===== src/rtl/win_ctrl_if.sv =====
// vga_if: VGA timing bundle passed between pipeline stages.
// win_ctrl only reads vblnk through the "in" modport; the other
// members are carried for the rest of the VGA pipeline.
interface vga_if;
    logic [10:0] hcount;
    logic [10:0] vcount;
    logic        hsync;
    logic        vsync;
    logic        hblnk;
    logic        vblnk;
    logic [11:0] rgb;

    modport in (
        input hcount, vcount, hsync, vsync, hblnk, vblnk, rgb
    );

    modport out (
        output hcount, vcount, hsync, vsync, hblnk, vblnk, rgb
    );
endinterface


===== src/rtl/win_ctrl.sv =====
// win_ctrl: game-result controller for the win-screen overlay.
//
// Watches piece counts and no-legal-move flags. A result must hold for
// CONFIRM_FRAMES consecutive frame ticks before it is latched. Then it is
// shown on white_win/black_win until a restart, and after that a one-cycle
// new_game pulse is issued. All output changes happen on the edge that ends a
// frame-tick cycle, which is at vblank start, so the overlay never tears.
//
// Optional feature macro: WIN_AUTO_RESTART_EN
//   defined   - SHOW also ends by itself after WIN_FRAMES frame ticks.
//   undefined - SHOW is held until a restart_btn rising edge.
module win_ctrl #(
    parameter int PIECE_W        = 5,
    parameter int CONFIRM_FRAMES = 2,
    parameter int WIN_FRAMES     = 300
) (
    input  logic               clk,
    input  logic               rst,
    vga_if.in                  vga_in,
    input  logic [PIECE_W-1:0] white_cnt,
    input  logic [PIECE_W-1:0] black_cnt,
    input  logic               white_stuck,
    input  logic               black_stuck,
    input  logic               turn,
    input  logic               restart_btn,
    output logic               white_win,
    output logic               black_win,
    output logic               game_over,
    output logic               new_game
);

    // Reject parameter values that make the confirm or hold windows empty.
    if (CONFIRM_FRAMES < 1 || WIN_FRAMES < 1) begin : g_param_check
        $error("win_ctrl: CONFIRM_FRAMES and WIN_FRAMES must both be >= 1");
    end

    localparam int CONF_W = $clog2(CONFIRM_FRAMES + 1);
    localparam logic [CONF_W-1:0] CONF_MAX  = CONF_W'(CONFIRM_FRAMES);
    localparam logic [CONF_W-1:0] CONF_LAST = CONF_W'(CONFIRM_FRAMES - 1);

    typedef enum logic [2:0] {
        IDLE    = 3'd0,
        PLAY    = 3'd1,
        CONFIRM = 3'd2,
        SHOW    = 3'd3,
        CLEAR   = 3'd4
    } state_t;

    state_t              state;
    logic                vblnk_d;
    logic                btn_d;
    logic                held_white;   // stored candidate: 1 = white, 0 = black
    logic [CONF_W-1:0]   conf_cnt;

    logic                frame_tick;
    logic                btn_rise;
    logic                w_cond;
    logic                b_cond;
    logic                cand_valid;
    logic                cand_white;

`ifdef WIN_AUTO_RESTART_EN
    localparam int SHOW_W = $clog2(WIN_FRAMES + 1);
    localparam logic [SHOW_W-1:0] SHOW_MAX  = SHOW_W'(WIN_FRAMES);
    localparam logic [SHOW_W-1:0] SHOW_LAST = SHOW_W'(WIN_FRAMES - 1);

    logic [SHOW_W-1:0]   show_cnt;

    // Saturating increment for the win-screen hold counter.
    function automatic logic [SHOW_W-1:0] show_inc(input logic [SHOW_W-1:0] v);
        return (v == SHOW_MAX) ? v : v + 1'b1;
    endfunction
`endif

    // Saturating increment for the confirmation counter.
    function automatic logic [CONF_W-1:0] conf_inc(input logic [CONF_W-1:0] v);
        return (v == CONF_MAX) ? v : v + 1'b1;
    endfunction

    // Frame tick, restart edge and the candidate result for this cycle.
    always_comb begin
        frame_tick = vga_in.vblnk & ~vblnk_d;
        btn_rise   = restart_btn & ~btn_d;
        w_cond     = (black_cnt == '0) | (turn & black_stuck);
        b_cond     = (white_cnt == '0) | (~turn & white_stuck);
        // Both sides winning at once is treated as no result.
        cand_valid = w_cond ^ b_cond;
        cand_white = w_cond;
    end

    // Edge-detector history: updated every cycle regardless of FSM state.
    always_ff @(posedge clk) begin
        if (rst) begin
            vblnk_d <= 1'b0;
            btn_d   <= 1'b0;
        end else begin
            vblnk_d <= vga_in.vblnk;
            btn_d   <= restart_btn;
        end
    end

    // Result FSM with registered overlay outputs and new_game pulse.
    always_ff @(posedge clk) begin
        if (rst) begin
            state      <= IDLE;
            held_white <= 1'b0;
            conf_cnt   <= '0;
            white_win  <= 1'b0;
            black_win  <= 1'b0;
            game_over  <= 1'b0;
            new_game   <= 1'b0;
`ifdef WIN_AUTO_RESTART_EN
            show_cnt   <= '0;
`endif
        end else begin
            new_game <= 1'b0;
            case (state)
                IDLE: begin
                    if (frame_tick) begin
                        state <= PLAY;
                    end
                end

                PLAY: begin
                    if (frame_tick && cand_valid) begin
                        held_white <= cand_white;
                        conf_cnt   <= CONF_W'(1);
                        if (CONFIRM_FRAMES == 1) begin
                            // A single tick is enough: latch the result now.
                            state     <= SHOW;
                            white_win <= cand_white;
                            black_win <= ~cand_white;
                            game_over <= 1'b1;
`ifdef WIN_AUTO_RESTART_EN
                            show_cnt  <= '0;
`endif
                        end else begin
                            state <= CONFIRM;
                        end
                    end
                end

                CONFIRM: begin
                    if (frame_tick) begin
                        if (cand_valid && (cand_white == held_white)) begin
                            conf_cnt <= conf_inc(conf_cnt);
                            if (conf_cnt >= CONF_LAST) begin
                                state     <= SHOW;
                                white_win <= held_white;
                                black_win <= ~held_white;
                                game_over <= 1'b1;
`ifdef WIN_AUTO_RESTART_EN
                                show_cnt  <= '0;
`endif
                            end
                        end else begin
                            // Only the value at the tick matters; any change restarts.
                            conf_cnt <= '0;
                            state    <= PLAY;
                        end
                    end
                end

                SHOW: begin
                    // Leaving SHOW never touches outputs; CLEAR drops them on a tick.
                    if (btn_rise) begin
                        state <= CLEAR;
                    end
`ifdef WIN_AUTO_RESTART_EN
                    else if (frame_tick) begin
                        if (show_cnt == SHOW_LAST) begin
                            state <= CLEAR;
                        end else begin
                            show_cnt <= show_inc(show_cnt);
                        end
                    end
`endif
                end

                CLEAR: begin
                    if (frame_tick) begin
                        white_win <= 1'b0;
                        black_win <= 1'b0;
                        game_over <= 1'b0;
                        new_game  <= 1'b1;
                        conf_cnt  <= '0;
`ifdef WIN_AUTO_RESTART_EN
                        show_cnt  <= '0;
`endif
                        state     <= PLAY;
                    end
                end

                default: begin
                    state <= IDLE;
                end
            endcase
        end
    end

endmodule


===== src/flat_wrapper.sv =====
// flat-port wrapper written by rule: the top's interface ports become plain ports
module win_ctrl_flat 
#(
    parameter int PIECE_W        = 5,
    parameter int CONFIRM_FRAMES = 2,
    parameter int WIN_FRAMES     = 300
)
  (clk, rst, white_cnt, black_cnt, white_stuck, black_stuck, turn, restart_btn, white_win, black_win, game_over, new_game, vga_in_hcount, vga_in_vcount, vga_in_hsync, vga_in_vsync, vga_in_hblnk, vga_in_vblnk, vga_in_rgb);
  vga_if vga_in_i ();
  input  logic clk;
  input  logic rst;
  input  logic [PIECE_W-1:0] white_cnt;
  input  logic [PIECE_W-1:0] black_cnt;
  input  logic white_stuck;
  input  logic black_stuck;
  input  logic turn;
  input  logic restart_btn;
  output logic white_win;
  output logic black_win;
  output logic game_over;
  output logic new_game;
  input wire logic [$bits(vga_in_i.hcount)-1:0] vga_in_hcount;
  input wire logic [$bits(vga_in_i.vcount)-1:0] vga_in_vcount;
  input wire logic [$bits(vga_in_i.hsync)-1:0] vga_in_hsync;
  input wire logic [$bits(vga_in_i.vsync)-1:0] vga_in_vsync;
  input wire logic [$bits(vga_in_i.hblnk)-1:0] vga_in_hblnk;
  input wire logic [$bits(vga_in_i.vblnk)-1:0] vga_in_vblnk;
  input wire logic [$bits(vga_in_i.rgb)-1:0] vga_in_rgb;
  assign vga_in_i.hcount = vga_in_hcount;
  assign vga_in_i.vcount = vga_in_vcount;
  assign vga_in_i.hsync = vga_in_hsync;
  assign vga_in_i.vsync = vga_in_vsync;
  assign vga_in_i.hblnk = vga_in_hblnk;
  assign vga_in_i.vblnk = vga_in_vblnk;
  assign vga_in_i.rgb = vga_in_rgb;
  win_ctrl #(.PIECE_W(PIECE_W), .CONFIRM_FRAMES(CONFIRM_FRAMES), .WIN_FRAMES(WIN_FRAMES)) u_core (.clk(clk), .rst(rst), .vga_in(vga_in_i), .white_cnt(white_cnt), .black_cnt(black_cnt), .white_stuck(white_stuck), .black_stuck(black_stuck), .turn(turn), .restart_btn(restart_btn), .white_win(white_win), .black_win(black_win), .game_over(game_over), .new_game(new_game));
endmodule

===== config.mk =====
export PLATFORM = sky130hd
export DESIGN_NAME = win_ctrl_flat
export DESIGN_NICKNAME = d
export VERILOG_FILES = /design/src/rtl/win_ctrl_if.sv /design/src/rtl/win_ctrl.sv /design/src/flat_wrapper.sv
export SDC_FILE = /design/constraint.sdc
export NUM_CORES = 1
export LEC_CHECK = 0
export BUFFER_PORTS_ARGS = -buffer_cell sky130_fd_sc_hd__buf_4
export CAP_MARGIN = 20
export CORE_UTILIZATION = 35
export DETAILED_ROUTE_END_ITERATION = 16
export PLACE_DENSITY = 0.73
export SYNTH_ARGS = -nofsm -noshare
export SYNTH_HDL_FRONTEND = slang
export SYNTH_SLANG_ARGS = --single-unit

===== constraint.sdc =====
create_clock -name clk -period 2.7 [get_ports clk]
set_input_delay 0.27 -clock clk [delete_from_list [all_inputs] [get_ports clk]]
set_output_delay 0.27 -clock clk [all_outputs]
set_load 0.005 [all_outputs]

==> reports/results.ini, run 1 <==
[global_route]
grt_use_met2_pct = 26.03
grt_max_degree = 14
met3_usage_pct = 2.804
grt-busiest-layer = met2
antenna_found_initial = 0
use_met1_pct = 17.07
first_global_vias = 678
grt.overflow.total = 0
grt_pass1_wl_um = 2787
grtUsageTotal_pct = 14.89

[logic_synthesis]
avgSynthCellArea_sq_um = 8.232
synth_nets = 151
ys_ff_latch = 12
synth_cell_types = 40
async_reset_ff_share_pct = 0
synth_area_leaders = dfxtp_1, a21oi_1, nor2b_1
ys_warn_count = 0
synth-edff-count = 0
postSynthCellCount = 95
synth_top_area_share_pct = 30.72
synth_area_sq_um = 782.0
seq_area_frac_synth_pct = 30.72
synth_top_flop_cell = dfxtp_1
yosysTopAreaCell = dfxtp_1

[sta]
max_slew.worst_pin.slew_ns = 0.3975
finClkSkew_ns = 0.001726
setup_slack_ns = 0.7043
setup_viol = 0
fin_crit_sh_pct = 73.91
slew-limit-headroom_pct = 73.50
rsz0062_at_grt = false
final.setup.tns_ns = 0
fmax_ghz = 0.5011
slew_violations = 0
period_needed_ns = 1.996
finalHoldViolations = 0

[power]
ir_worst_vdd_mv = 0.2307
leakage_nw = 0.3838
p_per_area_nw_per_um2 = 462.4

[run_status]
outcome = completed

[clock_network]
cts_max_path_buffers = 2
cts.sinks = 12
clk_latency_ns = 0.27
cts_tree = built
cts_inserted_buffers = 3
cts_setup_buffers = 0
cts_htree_levels = 1
cts-resized-gates = 0
path_clk_slew_ns = 0.08
cts_hold_buffers = 0
cts_root_buf = clkbuf_4

[route]
detail_route.vias_per_cell = 5.298
drc_errors = 0
drt_iter0_markers = 27
vias = 747
wl_um = 1650
ant_nets = 0
drt_pass1_iterations = 4
wl_per_cell_um = 11.70

[critical_path]
slowest_stage = or4_2
required_ns = 2.84
reg2reg_depth = 6
crit_type = register to register
crit_arrival_ns = 2.14
cp_max_fo = 11
cp-end-kind = register
crit_path_cell_trace = nor2_1 > nand2_1 > or4_2 > and2_2 > o21ai_0 > a311oi_1
start_kind = register
critPathMaxStageDelay_ns = 0.65

[cells_and_area]
drive_gt1_share_pct = 28.07
final_nets = 171
insertedDiodeCount = 0
reg_top3 = u_core.state x3, u_core.conf_cnt x2
regMostFlops = u_core.state
synthToLayoutAreaGrowth_pct = 22.40
largest_reg_flops = 3

[placement]
dp_slack_ns = 0.6202
dp_hpwl_um = 1285
io_buffers = 20
place_congestion = 0.8099

[die]
dieArea_sq_um = 2428
coreArea_sq_um = 2022
die_w_um = 49.27
die_h_um = 49.27
rows = 16
start_util_pct = 38.68
io_pins = 58

[flow_run]
drv_cap = 0

[min_path]
min_path_type = input pin to register
whs_path_depth = 2

metal layers:
| metal | up-vias | part of all wire, % |
|---|---|---|
| met3 | 2 | 3.5 |
| li1 | 388 | - |
| met5 | - | 0 |
| met2 | 18 | 51 |
| met4 | 0 | 0.91 |
| met1 | 339 | 45 |
cell usage in the layout (no fill, tap or decap), types with 2 or more instances in the layout:
cell type   n
a21oi_1     8
a311oi_1    2
and2_2      2
buf_4      20
clkbuf_4    3
dfxtp_1    12
ha_1        2
inv_1       4
nand2_1     7
nand2b_1    3
nand4_1     2
nor2_1      9
nor2b_1     6
nor3_1      5
o21ai_0     3
o31ai_1     2
per-stage QoR:
step / instance area [sq um] / power (W) / hold slack, ns / util, % / instances
6_report: 957.2 / 0.0004426 / 0.2234 / 47.34 / 141
5_1_grt: 957.2 / 0.0004671 / 0.2225 / 47.34 / 141
4_1_cts: 957.2 / 0.0004425 / 0.2262 / 47.34 / 141
3_5_place_dp: 920.9 / 0.0002988 / 0.5090 / 45.54 / 137
3_3_place_gp: 920.9 / 0.0002958 / 0.4906 / 45.54 / 137
2_1_floorplan: 782.0 / 0.0002760 / 0.3416 / - / 95
power by group:
| part | total, W | leakage (nW) | internal [W] | switching, W |
|---|---|---|---|---|
| logic | 0.0000947 | 0.265 | 0.0000476 | 0.0000471 |
| clock network | 0.000147 | 0.0210 | 0.0000820 | 0.0000653 |
| registers | 0.000201 | 0.0978 | 0.000186 | 0.0000144 |
kinds of logic after synthesis:
group	after synthesis	synth area share (%)
simple gates	43	30.88
buf+inv	9	7.679
mux	1	1.280
flops	12	30.72
fa+ha+maj	3	4.480
compound gates	27	24.96
worst paths after layout:
check	from	to	slack [ns]
min reg2reg	u_core.white_win$_SDFFE_PP0P_	u_core.white_win$_SDFFE_PP0P_	0.52
max reg2reg	u_core.state[2]$_SDFFE_PP0P_	u_core.black_win$_SDFFE_PP0P_	0.70
max	u_core.state[2]$_SDFFE_PP0P_	u_core.black_win$_SDFFE_PP0P_	0.70
min	vga_in_vblnk	u_core.vblnk_d$_SDFF_PP0_	0.22
layout make-up:
type | instances | area, sq um
inverters | 4 | 15.01
well taps | 27 | 33.78
repair buffers | 20 | 150.1
fillers | 208 | 1065
clock buffers | 4 | 36.28
multi-input cells | 74 | 481.7
flip-flops and latches | 12 | 240.2
cell usage after synthesis (all sizes together) (2+ instances only):
| master | n |
|---|---|
| ha | 2 |
| a211oi | 2 |
| and2 | 2 |
| o31ai | 2 |
| inv | 4 |
| nor2 | 9 |
| buf | 4 |
| a21oi | 8 |
| nor2b | 6 |
| a311oi | 2 |
| nor3 | 5 |
| nand2b | 3 |
| a21o | 2 |
| or4 | 3 |
| dfxtp | 12 |
| nand4 | 2 |
| nand2 | 7 |
| o21ai | 4 |
worst max-delay path, delay by kind of cell, from the launching register on:
family / cells / cell delay (ns)
and+or+nand+nor: 4 / 1.09
DFF: 1 / 0.40
AOI/OAI and AO/OA: 2 / 0.38
Power figures use the tool's default switching activity.
==> run 2: changes to the inputs <==
Clock period 2.7 ns to 2 ns, I/O delays scaled along.
==> run 2 against run 1 <==
  * Power grew 39%
  * Clock skew grew 0.0082 ns
  * Fmax grew 7.1%
  * Combinational power grew 67%
  * Largest cell class unchanged
  * Sequential power grew 29%
  * Clock-buffer cell count is the same
  * First-iteration DRC count shrank 15%
  * Die area is the same
==> reports/results.ini, run 2 (synthesis gave the netlist of run 1 again) <==
[cells_and_area]
final_common_cell = buf_4
regMostFlops = u_core.state
reg_top3 = u_core.state x3, u_core.conf_cnt x2
fillers = 196
final_cell_area_sq_um = 1007
insertedDiodeCount = 0
synthToLayoutAreaGrowth_pct = 28.80
largest_reg_flops = 3
layout_common_cells = buf_4, dfxtp_1, nor2_1
final_cell_count_no_fill = 147
drive_gt1_share_pct = 32.50
final_nets = 177

[critical_path]
crit_path_cell_trace = nor2_1 > nand2_1 > or4_2 > nand2_1 > a22oi_1 > a311oi_1
reg2reg_from = u_core.state[2]$_SDFFE_PP0P_
slowest_stage = or4_2
crit_path_frequent_cell = nand2_1
cp_max_fo = 5
critPathMaxStageDelay_ns = 0.67
critPathTopFamily = simple AND/OR/NAND/NOR gates
reg2reg_to = u_core.conf_cnt[0]$_SDFFE_PP0P_
ff2ff_setup_slack_ns = 0.14
path_buf_inv = 0
reg2reg_depth = 6
cp-end-kind = register
crit_type = register to register
crit_arrival_ns = 2.05
required_ns = 2.18
start_kind = register

[die]
rows = 16
start_util_pct = 38.68
die_w_um = 49.27
coreArea_sq_um = 2022
io_pins = 58
dieArea_sq_um = 2428
die_h_um = 49.27

[power]
leakage_nw = 0.4166
p_clk_share_pct = 31.9
p_per_area_nw_per_um2 = 609.0
intPower_w = 0.0004380
p_comb_share_pct = 25.8
pwr-share-seq_pct = 42.3
ir_worst_vdd_mv = 0.2350
p_sw_w = 0.0001753
p_sw_share_pct = 28.58
total_power_w = 0.0006134

[route]
wl_per_cell_um = 12.68
detail_route.vias_per_cell = 5.476
wl_um = 1864
drc_errors = 0
ant_nets = 0
drt_iter0_markers = 23
drt_pass1_iterations = 4
vias = 805

[flow_run]
drv_cap = 0

[placement]
dp_hpwl_um = 1366
placed_cell_area_sq_um = 965.9
place_congestion = 0.8232
io_buffers = 20
dpl.cell_count = 143

[min_path]
min_from = restart_btn
whs_path_depth = 2
hold_end = u_core.btn_d$_SDFF_PP0_
min_path_type = input pin to register

[clock_network]
cts.sinks = 12
cts_htree_levels = 1
cts_inserted_buffers = 3
cts_hold_buffers = 0
cts_root_buf = clkbuf_4
cts_max_path_buffers = 2
path_clk_slew_ns = 0.08
clk_latency_ns = 0.28
cts_tree = built

[sta]
final.setup.tns_ns = 0
setup_viol = 0
slew_violations = 0
fmax_ghz = 0.5367
slew-limit-headroom_pct = 76.46
finalHoldViolations = 0
period_needed_ns = 1.863
rsz0062_at_grt = false
max_slew.worst_pin.slew_ns = 0.3482
fin_crit_sh_pct = 93.17
finClkSkew_ns = 0.009952

[global_route]
antenna_found_initial = 0
first_global_vias = 759
grt_pass1_wl_um = 3070
grt_max_degree = 14
grt.overflow.total = 0
grtUsageTotal_pct = 16.34

[run_status]
outcome = completed

==> run 2: changes by cell type in the layout (fill, tap and decap cells not counted), sizes merged <==
cell	change
buf	+6
==> run 2: power by group through the flow <==
stage / logic, W / clock network [W] / registers [W]
final: 0.000158 / 0.000196 / 0.000259
after global routing: 0.000174 / 0.000212 / 0.000261
after detailed placement: 0.000153 / 0 / 0.000265
after floorplan: 0.000110 / 0 / 0.000263
after CTS: 0.000155 / 0.000200 / 0.000259
after global placement: 0.000148 / 0 / 0.000264
==> run 2: worst max path at each step <==
stage	from	to	slack, ns	cells after the start
after floorplan	u_core.state[0]$_SDFFE_PP0P_	u_core.black_win$_SDFFE_PP0P_	0.20	7
after global placement	black_cnt[3]	u_core.conf_cnt[0]$_SDFFE_PP0P_	0.02	8
after detailed placement	black_cnt[3]	u_core.conf_cnt[0]$_SDFFE_PP0P_	-0.03	8
after CTS	u_core.state[1]$_SDFFE_PP0P_	u_core.conf_cnt[0]$_SDFFE_PP0P_	0.12	7
after global routing	u_core.state[2]$_SDFFE_PP0P_	u_core.conf_cnt[0]$_SDFFE_PP0P_	0.02	6
final	u_core.state[2]$_SDFFE_PP0P_	u_core.conf_cnt[0]$_SDFFE_PP0P_	0.14	6
==> run 2: metal layers <==
| metal | wire length [um] | track usage (%) | share of wire (%) | vias up |
|---|---|---|---|---|
| li1 | - | - | - | 400 |
| met1 | 811 | 17.51 | 44 | 382 |
| met2 | 961 | 30.59 | 52 | 19 |
| met3 | 59 | 1.869 | 3.2 | 4 |
| met4 | 31 | 8.824 | 1.7 | 0 |
| met5 | 0 | 0 | 0 | - |
==> run 2: area by class of cell <==
type	instances	area, sq um	share of cell area (%)
Multi-Input combinational cell	74	486.7	48.32
Inverter	4	15.01	1.491
Tap cell	27	33.78	3.354
Sequential cell	12	240.2	23.85
Timing Repair Buffer	26	195.2	19.38
Clock buffer	4	36.28	3.602
==> run 2: what timing repair did <==
action / in CTS / in global routing
setup buffers: 0 / 0
resized for setup: 0 / 2
endpoints found under the setup margin: 0 / 2
==> run 2: through the flow <==
stage	setup WS (ns)	util, %	hold slack, ns
CTS	0.1236	49.57	0.1657
detailed placement	-0.02957	47.77	0.4579
finish	0.1366	49.81	0.1638
global placement	0.02046	47.77	0.4302
floorplan	0.1955	-	0.2716
global route	0.02231	49.81	0.2004
==> run 3: changes to the inputs <==
Settings changed: CORE_UTILIZATION 35 to 39, PLACE_DENSITY 0.73 to 0.8, REMOVE_ABC_BUFFERS set to 1.
==> run 3 against run 2 <==
  * Utilization grew 4.4 points
  * Die area shrank 9.9%
  * Critical path depth is the same
  * Sequential power is essentially flat
  * Register-to-register slack lost 0.02 ns
  * Sequential share of layout area grew 0.73 points
  * Wire length shrank 10%
  * Global-route usage grew 1.5 points
  * Combinational power shrank 4%
  * Via count shrank 2.5%
  * Largest cell class unchanged
==> reports/results.ini, run 3 (synthesis gave the netlist of run 1 again) <==
[run_status]
outcome = completed

[sta]
finClkSkew_ns = 0.002382
period_needed_ns = 1.881
finalHoldViolations = 0
fmax_ghz = 0.5317
setup_slack_ns = 0.1194
slew_violations = 0
fin_crit_sh_pct = 94.03
rsz0062_at_grt = false
final.setup.tns_ns = 0
slew-limit-headroom_pct = 74.11
setup_viol = 0
max_slew.worst_pin.slew_ns = 0.3875

[critical_path]
start_kind = register
critPathMaxStageDelay_ns = 0.64
crit_type = register to register
slowest_stage = or4_2
crit_end = u_core.black_win$_SDFFE_PP0P_
cp_max_fo = 3
ff2ff_setup_slack_ns = 0.12
cp-end-kind = register
reg2reg_to = u_core.black_win$_SDFFE_PP0P_
crit_arrival_ns = 2.03
crit_path_cell_trace = nor2_1 > nand2_1 > or4_2 > and2_2 > o21ai_0 > a311oi_1
required_ns = 2.15
crit_start = u_core.state[2]$_SDFFE_PP0P_
reg2reg_from = u_core.state[2]$_SDFFE_PP0P_
reg2reg_depth = 6

[route]
wl_um = 1676
drc_errors = 0
ant_nets = 0
vias = 785
drt_iter0_markers = 14
drt_pass1_iterations = 4
wl_per_cell_um = 11.80
detail_route.vias_per_cell = 5.528

[cells_and_area]
layout_common_cells = buf_4, dfxtp_1, nor2_1
final_cell_area_sq_um = 977.2
reg_top3 = u_core.state x3, u_core.conf_cnt x2
largest_reg_flops = 3
synthToLayoutAreaGrowth_pct = 24.96
insertedDiodeCount = 0
final_nets = 175
regMostFlops = u_core.state
drive_gt1_share_pct = 30.77
final_common_cell = buf_4
postLayoutCoreUtil_pct = 54.24
final_cell_count_no_fill = 142

[power]
p_sw_share_pct = 29.50
pwr-share-seq_pct = 46.5
p_clk_share_pct = 26.3
p_sw_w = 0.0001653
ir_worst_vdd_mv = 0.2850
intPower_w = 0.0003950
leakage_nw = 0.3971
p_per_area_nw_per_um2 = 573.4
p_comb_share_pct = 27.2

[global_route]
first_global_vias = 682
antenna_found_initial = 0
grt_max_degree = 14
grt_pass1_wl_um = 2746
grt.overflow.total = 0
grtUsageTotal_pct = 17.87

[clock_network]
cts_root_buf = clkbuf_4
cts_setup_buffers = 0
cts_max_path_buffers = 2
cts_htree_levels = 1
cts_tree = built
cts_inserted_buffers = 3
path_clk_slew_ns = 0.07
clk_latency_ns = 0.27
cts.sinks = 12

[die]
die_w_um = 46.78
rows = 15
io_pins = 58
die_h_um = 46.78
start_util_pct = 43.40
coreArea_sq_um = 1802
dieArea_sq_um = 2188

[placement]
io_buffers = 20
dp_slack_ns = -0.02623
dp_hpwl_um = 1317
placed_cell_area_sq_um = 948.4
place_congestion = 0.7855
dpl.cell_count = 139

[min_path]
min_path_type = input pin to register

[flow_run]
drv_cap = 0

==> run 3: changes by cell type in the layout (fill, tap and decap cells not counted) <==
cell / previous run / this run
clkbuf_8: 1 / 0
nor4b_2: 0 / 1
nor4b_1: 1 / 0
nor3b_2: 1 / 0
buf_4: 26 / 24
nor3b_1: 0 / 1
o21ai_0: 2 / 3
o21ai_1: 1 / 0
==> run 3: worst max-delay path: cells and delay by family (launching register included) <==
family,cells,cell delay [ns]
simple gates,4,1.06
compound gates,2,0.38
flops,1,0.31
==> run 3: how the worst min path moves through the flow <==
stage / startpoint / to / slack (ns) / cells after the start
3_5_place_dp: vga_in_vblnk / u_core.vblnk_d$_SDFF_PP0_ / 0.44 / 2
4_1_cts: vga_in_vblnk / u_core.vblnk_d$_SDFF_PP0_ / 0.16 / 2
6_report: restart_btn / u_core.btn_d$_SDFF_PP0_ / 0.15 / 2
3_3_place_gp: vga_in_vblnk / u_core.vblnk_d$_SDFF_PP0_ / 0.43 / 2
5_1_grt: vga_in_vblnk / u_core.vblnk_d$_SDFF_PP0_ / 0.14 / 2
2_1_floorplan: rst / u_core.conf_cnt[1]$_SDFFE_PP0P_ / 0.27 / 1
==> run 3: timing repair <==
action / in CTS / in global routing
hold buffers: 0 / 0
resized for setup: 0 / 1
setup endpoints to repair: 0 / 1
==> run 3: final cells by class <==
type | count | area (sq um)
Sequential cell | 12 | 240.2
Timing Repair Buffer | 24 | 180.2
Clock buffer | 3 | 22.52
Fill cell | 176 | 824.5
Multi-Input combinational cell | 74 | 488.0
Tap cell | 25 | 31.28
Inverter | 4 | 15.01
==> run 3: per-stage QoR <==
stage	hold slack (ns)	total power, W
6_report	0.1513	0.0005603
5_1_grt	0.1415	0.0005958
4_1_cts	0.1552	0.0005588
3_5_place_dp	0.4365	0.0004151
3_3_place_gp	0.4286	0.0004087
2_1_floorplan	0.2691	0.0003548
==> run 3: layer usage <==
layer / global-route usage [%] / wire length, um
met2: 31.11 / 815
met4: 10.29 / 40
met5: 0 / 0
met3: 3.462 / 90
met1: 20.23 / 730
==> run 3: power groups by stage <==
stage / registers (W) / logic, W / clock network (W)
3_5_place_dp: 0.000266 / 0.000149 / 0
5_1_grt: 0.000262 / 0.000168 / 0.000166
3_3_place_gp: 0.000265 / 0.000144 / 0
6_report: 0.000261 / 0.000152 / 0.000148
4_1_cts: 0.000260 / 0.000150 / 0.000148
2_1_floorplan: 0.000271 / 0.0000838 / 0
